`src/rtl/mips_pkg.sv`:
```
// Shared definitions for the MIPS pipeline slice: widths, LSU FSM states,
// MEM/WB register load select and the read data returned on a bus error.
package mips_pkg;

    localparam int DATA_W = 32;
    localparam int REG_W  = 5;

    // Value written to ReadDataW when a load is abandoned by timeout.
    localparam logic [DATA_W-1:0] BUS_ERR_RDATA = '0;

    typedef enum logic {
        IDLE,
        WAIT
    } lsu_state_e;

    // MEM/WB register update: take the M-stage values, or insert a bubble.
    typedef enum logic {
        WB_BUBBLE,
        WB_LOAD
    } wb_sel_e;

endpackage

```
`src/rtl/mem_wb_reg.sv`:
```
// MEM/WB pipeline register. On WB_LOAD all W fields take the M-side values;
// on WB_BUBBLE the write controls clear and the data fields hold.
module mem_wb_reg #(
    parameter int DATA_W = mips_pkg::DATA_W,
    parameter int REG_W  = mips_pkg::REG_W
) (
    input  logic                clk,
    input  logic                reset,
    input  mips_pkg::wb_sel_e   sel,
    input  logic                RegWriteM,
    input  logic                MemtoRegM,
    input  logic [DATA_W-1:0]   ALUOutM,
    input  logic [REG_W-1:0]    WriteRegM,
    input  logic [DATA_W-1:0]   ReadDataM,
    output logic                RegWriteW,
    output logic                MemtoRegW,
    output logic [DATA_W-1:0]   ALUOutW,
    output logic [REG_W-1:0]    WriteRegW,
    output logic [DATA_W-1:0]   ReadDataW
);

    // W register: clear on reset, load on completion, bubble otherwise
    always_ff @(posedge clk) begin
        if (reset) begin
            RegWriteW <= 1'b0;
            MemtoRegW <= 1'b0;
            ALUOutW   <= '0;
            WriteRegW <= '0;
            ReadDataW <= '0;
        end else if (sel == mips_pkg::WB_LOAD) begin
            RegWriteW <= RegWriteM;
            MemtoRegW <= MemtoRegM;
            ALUOutW   <= ALUOutM;
            WriteRegW <= WriteRegM;
            ReadDataW <= ReadDataM;
        end else begin
            RegWriteW <= 1'b0;
            MemtoRegW <= 1'b0;
        end
    end

endmodule

```
`src/rtl/mem_wb_lsu.sv`:
```
// MEM-stage load/store unit with MEM/WB boundary register.
// Issues one req/gnt/rvalid data-memory access per load/store, stalls the
// front of the pipe until it completes, and aborts a load with a bus_err
// pulse after TIMEOUT cycles without rvalid (TIMEOUT = 0 waits forever).
// Optional build macro MEM_MISALIGN_CHECK_EN: a memop whose address is not
// word aligned issues no request, retires as a bubble and pulses bus_err.
module mem_wb_lsu #(
    parameter int DATA_W  = mips_pkg::DATA_W,
    parameter int REG_W   = mips_pkg::REG_W,
    parameter int TIMEOUT = 16
) (
    input  logic                clk,
    input  logic                reset,
    input  logic                RegWriteM,
    input  logic                MemtoRegM,
    input  logic                MemWriteM,
    input  logic [DATA_W-1:0]   ALUOutM,
    input  logic [DATA_W-1:0]   WriteDataM,
    input  logic [REG_W-1:0]    WriteRegM,
    output logic                StallM,
    output logic                dmem_req,
    output logic                dmem_we,
    output logic [DATA_W-1:0]   dmem_addr,
    output logic [DATA_W-1:0]   dmem_wdata,
    input  logic                dmem_gnt,
    input  logic                dmem_rvalid,
    input  logic [DATA_W-1:0]   dmem_rdata,
    output logic                RegWriteW,
    output logic                MemtoRegW,
    output logic [DATA_W-1:0]   ReadDataW,
    output logic [DATA_W-1:0]   ALUOutW,
    output logic [REG_W-1:0]    WriteRegW,
    output logic                bus_err
);

    import mips_pkg::*;

    localparam int unsigned TO_LAST = (TIMEOUT == 0) ? 0 : TIMEOUT - 1;
    localparam int          CNT_W   = (TIMEOUT > 1) ? $clog2(TIMEOUT) : 1;

    lsu_state_e         state, state_d;
    logic [CNT_W-1:0]   cnt, cnt_d;
    logic               memop;
    logic               misalign;
    logic               done;
    logic               err_d;
    logic [DATA_W-1:0]  rdata_d;
    wb_sel_e            wb_sel;

    assign memop      = MemtoRegM | MemWriteM;
    assign dmem_we    = MemWriteM;
    assign dmem_addr  = ALUOutM;
    assign dmem_wdata = WriteDataM;

`ifdef MEM_MISALIGN_CHECK_EN
    assign misalign = memop & (ALUOutM[1:0] != 2'b00);
`else
    assign misalign = 1'b0;
`endif

    // FSM state, timeout counter and registered bus_err pulse
    always_ff @(posedge clk) begin
        if (reset) begin
            state   <= IDLE;
            cnt     <= '0;
            bus_err <= 1'b0;
        end else begin
            state   <= state_d;
            cnt     <= cnt_d;
            bus_err <= err_d;
        end
    end

    // Next state, request, completion and writeback read data
    always_comb begin
        state_d  = state;
        cnt_d    = '0;
        done     = 1'b0;
        err_d    = 1'b0;
        dmem_req = 1'b0;
        rdata_d  = '0;
        unique case (state)
            IDLE: begin
                if (memop) begin
                    if (misalign) begin
                        done  = 1'b1;
                        err_d = 1'b1;
                    end else begin
                        dmem_req = ~reset;
                        if (dmem_gnt) begin
                            if (MemWriteM) begin
                                done = 1'b1;
                            end else if (dmem_rvalid) begin
                                done    = 1'b1;
                                rdata_d = dmem_rdata;
                            end else begin
                                state_d = WAIT;
                            end
                        end
                    end
                end
            end
            WAIT: begin
                cnt_d = cnt + 1'b1;
                if (dmem_rvalid) begin
                    done    = 1'b1;
                    rdata_d = dmem_rdata;
                    state_d = IDLE;
                    cnt_d   = '0;
                end else if (TIMEOUT != 0 && cnt == CNT_W'(TO_LAST)) begin
                    done    = 1'b1;
                    err_d   = 1'b1;
                    rdata_d = DATA_W'(BUS_ERR_RDATA);
                    state_d = IDLE;
                    cnt_d   = '0;
                end
            end
            default: state_d = IDLE;
        endcase
    end

    // Stall the front of the pipe while a memop is still outstanding
    always_comb begin
        StallM = memop & ~done;
        wb_sel = (misalign || (memop && !done)) ? WB_BUBBLE : WB_LOAD;
    end

    mem_wb_reg #(
        .DATA_W (DATA_W),
        .REG_W  (REG_W)
    ) u_mem_wb_reg (
        .clk       (clk),
        .reset     (reset),
        .sel       (wb_sel),
        .RegWriteM (RegWriteM),
        .MemtoRegM (MemtoRegM),
        .ALUOutM   (ALUOutM),
        .WriteRegM (WriteRegM),
        .ReadDataM (rdata_d),
        .RegWriteW (RegWriteW),
        .MemtoRegW (MemtoRegW),
        .ALUOutW   (ALUOutW),
        .WriteRegW (WriteRegW),
        .ReadDataW (ReadDataW)
    );

endmodule

```
`config.mk`:
```
export PLATFORM = sky130hd
export DESIGN_NAME = mem_wb_lsu
export DESIGN_NICKNAME = d
export VERILOG_FILES = /design/src/rtl/mips_pkg.sv /design/src/rtl/mem_wb_reg.sv /design/src/rtl/mem_wb_lsu.sv
export SDC_FILE = /design/constraint.sdc
export NUM_CORES = 1
export LEC_CHECK = 0
export CAP_MARGIN = 20
export CELL_PAD_IN_SITES_DETAIL_PLACEMENT = 0
export CELL_PAD_IN_SITES_GLOBAL_PLACEMENT = 1
export CORE_ASPECT_RATIO = 0.75
export CORE_MARGIN = 2
export CORE_UTILIZATION = 24
export DETAILED_ROUTE_END_ITERATION = 10
export PLACE_DENSITY = 0.82
export SLEW_MARGIN = 40
export SYNTH_ARGS = -nofsm -noshare
export SYNTH_HDL_FRONTEND = slang
export SYNTH_SLANG_ARGS = --single-unit
```
`constraint.sdc`:
```
create_clock -name clk -period 2.31 [get_ports clk]
set_clock_uncertainty 0.1 [all_clocks]
set_input_delay 0.231 -clock clk [delete_from_list [all_inputs] [get_ports clk]]
set_output_delay 0.231 -clock clk [all_outputs]
set_load 0.005 [all_outputs]
```
==> summary.md <==
| Metric | Value |
|---|---|
| Root Buffer | clkbuf_16 |
| Die ar. | 14800 um2 |
| CP Launch Type | register |
| Clock transition at the registers of the reported paths | 0.06 ns |
| Cell Area, Synth | 3320 um2 |
| Residual DRC | 0 |
| Post-CTS resize count | 1 |
| Number of global-route vias before repair | 2755 |
| Largest net degree at the start of global routing | 67 |
| Drt initial violations | 135 |
| CTS Hold Bufs | 0 |
| Pleak | 0.00199 uW |
| Antenna violations before repair | 0 |
| Reg2reg setup slack | 0.33 ns |
| Synth Flop Type | dfxtp_1 |
| Outcome | complete, no violations |
| Buffers added on ports | 182 |
| RSZ-0062 raised after global routing | no |
| Nets | 560 |
| # diodes | 0 |
| HP Start | cnt[0]$_SDFF_PP0_ |
| FF-to-FF End | u_mem_wb_reg.ALUOutW[5]$_SDFFE_PP0N_ |
| Count leader, synth | dfxtp_1 |
| Commonest cells in the netlist | 77 x dfxtp_1, 75 x nand2_1, 67 x buf_4, 38 x mux2i_1, 32 x a32o_1 |
| Worst skew pair latency | 0.33 ns |
| Wire length of the first global-routing pass | 13.7 mm |
| Slew Viols, Final | 0 |
| Seq/Total Area, Yosys | 46.5% |
| Yosys reg bits | 77 |
| DP HPWL | 6.45 mm |
| Setup_tns | 0 ns |
| Worst R2R Path Depth | 6 |
| Hold EP | cnt[0]$_SDFF_PP0_ |
| WL/cell | 13.8 um |
| Clock sinks | 77 |
| Slowest CP cell | dfxtp_1 |
| Maximum VDD drop | 0.463 mV |
| Synth warnings | 0 |
| F_max | 491 MHz |
| Synth async-reset ratio | 0% |
| Max cap viols | 0 |
| Share of cells above drive strength 1 | 6.15% |
| Final wirelength | 8.71 mm |
| Core Rows | 37 |
| Core Area | 13600 um2 |
| Setup WS pre-CTS | 0.136 ns |
| Aggregate global routing overflow | 0 |
| Min-delay worst type | register to register |
| Hold slack | 0.351 ns |
| WP data required | 1.98 ns |
| Worst Path Arrival | 1.70 ns |
| CP Capture Type | primary output |
| Reg-to-Reg Start | cnt[0]$_SDFF_PP0_ |
| Filler cells | 1352 |
| Post-CTS Setup Bufs | 0 |
| Final hold violations | 0 |
| Slew Limit Headroom | 75.9% |
| Power, Total | 3560 uW |
| Setup Crit Path Kind | register to primary output |
| I/O pin count | 247 |
| EDFF count, synth | 0 |
| Final setup margin | 0.275 ns |
| Final min period | 2.04 ns |
| TritonCTS clock tree | done |
| Worst Tran Pin Value | 0.361 ns |
| Synth top area share | 46.5% |
| Starting Density | 24.4% |
| Die height | 106 um |
| Area Overhead vs Synth | 56.4% |
| First-pass DRT Iterations | 6 |
| Remaining antenna violation count after routing | 0 |
| Final-report setup violation count | 0 |
| Mapped Avg Cell Area | 9.84 um2 |
| Critical Path, Cell by Cell | ha_1, and3_4, o32ai_4, dlygate4sd2_1 |
| RD Place Congestion | 0.702 |
| Unique cell type count in the Yosys netlist | 25 |
| Fin crit share | 88.1% |
| All-layer global routing usage | 11.5% |
| Synth area leader | dfxtp_1 |
| Largest cells by area after synthesis | dfxtp_1 46%, buf_4 15%, mux2i_1 11%, a32o_1 9.7%, nand2_1 8.5% |
| Via Count | 2724 |
| Hold depth | 1 |
| Via density | 4.32 |
| CTS H-tree lvls | 3 |
| Worst-path maximum fanout | 3 |
| PwrDens | 687 nW/um2 |
| Width of the die | 140 um |
| Synth Instances | 337 |
| TritonCTS buffer count | 9 |
| CTS max path bufs | 2 |
| Largest stage delay on the critical path | 0.32 ns |
| Net Count, Synth | 446 |
## metrics by stage
stage,area (um2),instances,utilization [%]
6_report,5190,630,38.1
5_1_grt,5190,630,38.1
3_5_place_dp,4850,615,35.6
4_1_cts,5190,630,38.1
2_1_floorplan,3320,337,-
3_3_place_gp,4850,615,35.6
## cells by family after synthesis
| group | Yosys count | share of synthesized area, % |
|---|---|---|
| buf+inv | 89 | 18.3 |
| fa+ha+maj | 1 | 0.377 |
| mux | 38 | 11.5 |
| flops | 77 | 46.5 |
| simple gates | 93 | 11.4 |
| compound gates | 37 | 11.4 |
| xor+xnor | 2 | 0.528 |
## flip-flops by register name, indices dropped and copies added, names as in the netlist
register                count
u_mem_wb_reg.WriteRegW      5
u_mem_wb_reg.RegWriteW      1
u_mem_wb_reg.MemtoRegW      1
u_mem_wb_reg.ALUOutW       32
state                       1
cnt                         4
bus_err                     1
u_mem_wb_reg.ReadDataW     32
## how the worst max path moves through the flow
| stage | start | endpoint | slack, ns | depth (start not counted) |
|---|---|---|---|---|
| floorplan | cnt[0]$_SDFF_PP0_ | u_mem_wb_reg.ALUOutW[23]$_SDFFE_PP0N_ | 0.62 | 6 |
| global placement | MemWriteM | StallM | 0.15 | 4 |
| detailed placement | dmem_rvalid | StallM | 0.14 | 4 |
| CTS | cnt[0]$_SDFF_PP0_ | StallM | 0.23 | 4 |
| global route | cnt[0]$_SDFF_PP0_ | StallM | 0.17 | 4 |
| finish | cnt[0]$_SDFF_PP0_ | StallM | 0.27 | 4 |
## power breakdown
group | switching [uW] | internal [uW] | leakage (uW)
logic | 198 | 346 | 0.00120
registers | 32.8 | 1390 | 0.000630
clock network | 542 | 1050 | 0.000162
## critical path: cells and delay by family (launching register included)
| family | cells | cell delay, ns |
|---|---|---|
| buffers and inverters | 1 | 0.30 |
| and+or+nand+nor | 1 | 0.21 |
| DFF | 1 | 0.32 |
| adders and majority gates | 1 | 0.23 |
| AOI/OAI and AO/OA | 1 | 0.31 |
## cells in the final DEF (no fill, tap or decap), types with 2 or more instances in the layout
cell	Yosys	routed
mux2i_1	38	38
clkbuf_16	0	9
nand2_1	75	75
dfxtp_1	77	77
clkdlybuf4s50_1	0	181
buf_4	67	6
nand3_1	3	3
nor3b_1	2	2
nor2_1	8	7
bufinv_16	0	3
a32o_1	32	32
buf_12	0	2
nor3_1	2	2
## routing by layer
layer  up-vias  GRT usage, %  wire (um)
met3        14          4.45        513
met5         -             0          0
met1      1280          13.4       3660
li1       1326             -          -
met2       104          19.3       4430
met4         0          3.93        114
## layout make-up
type / count / area [um2] / share of cell area, %
Timing Repair Buffer: 190 / 1910 / 36.7
Sequential cell: 77 / 1540 / 29.7
Multi-Input combinational cell: 171 / 1180 / 22.7
Clock buffer: 9 / 225 / 4.34
Tap cell: 175 / 219 / 4.22
Clock inverter: 6 / 111 / 2.15
Inverter: 2 / 7.51 / 0.145
(Power assumes the default switching activity.)
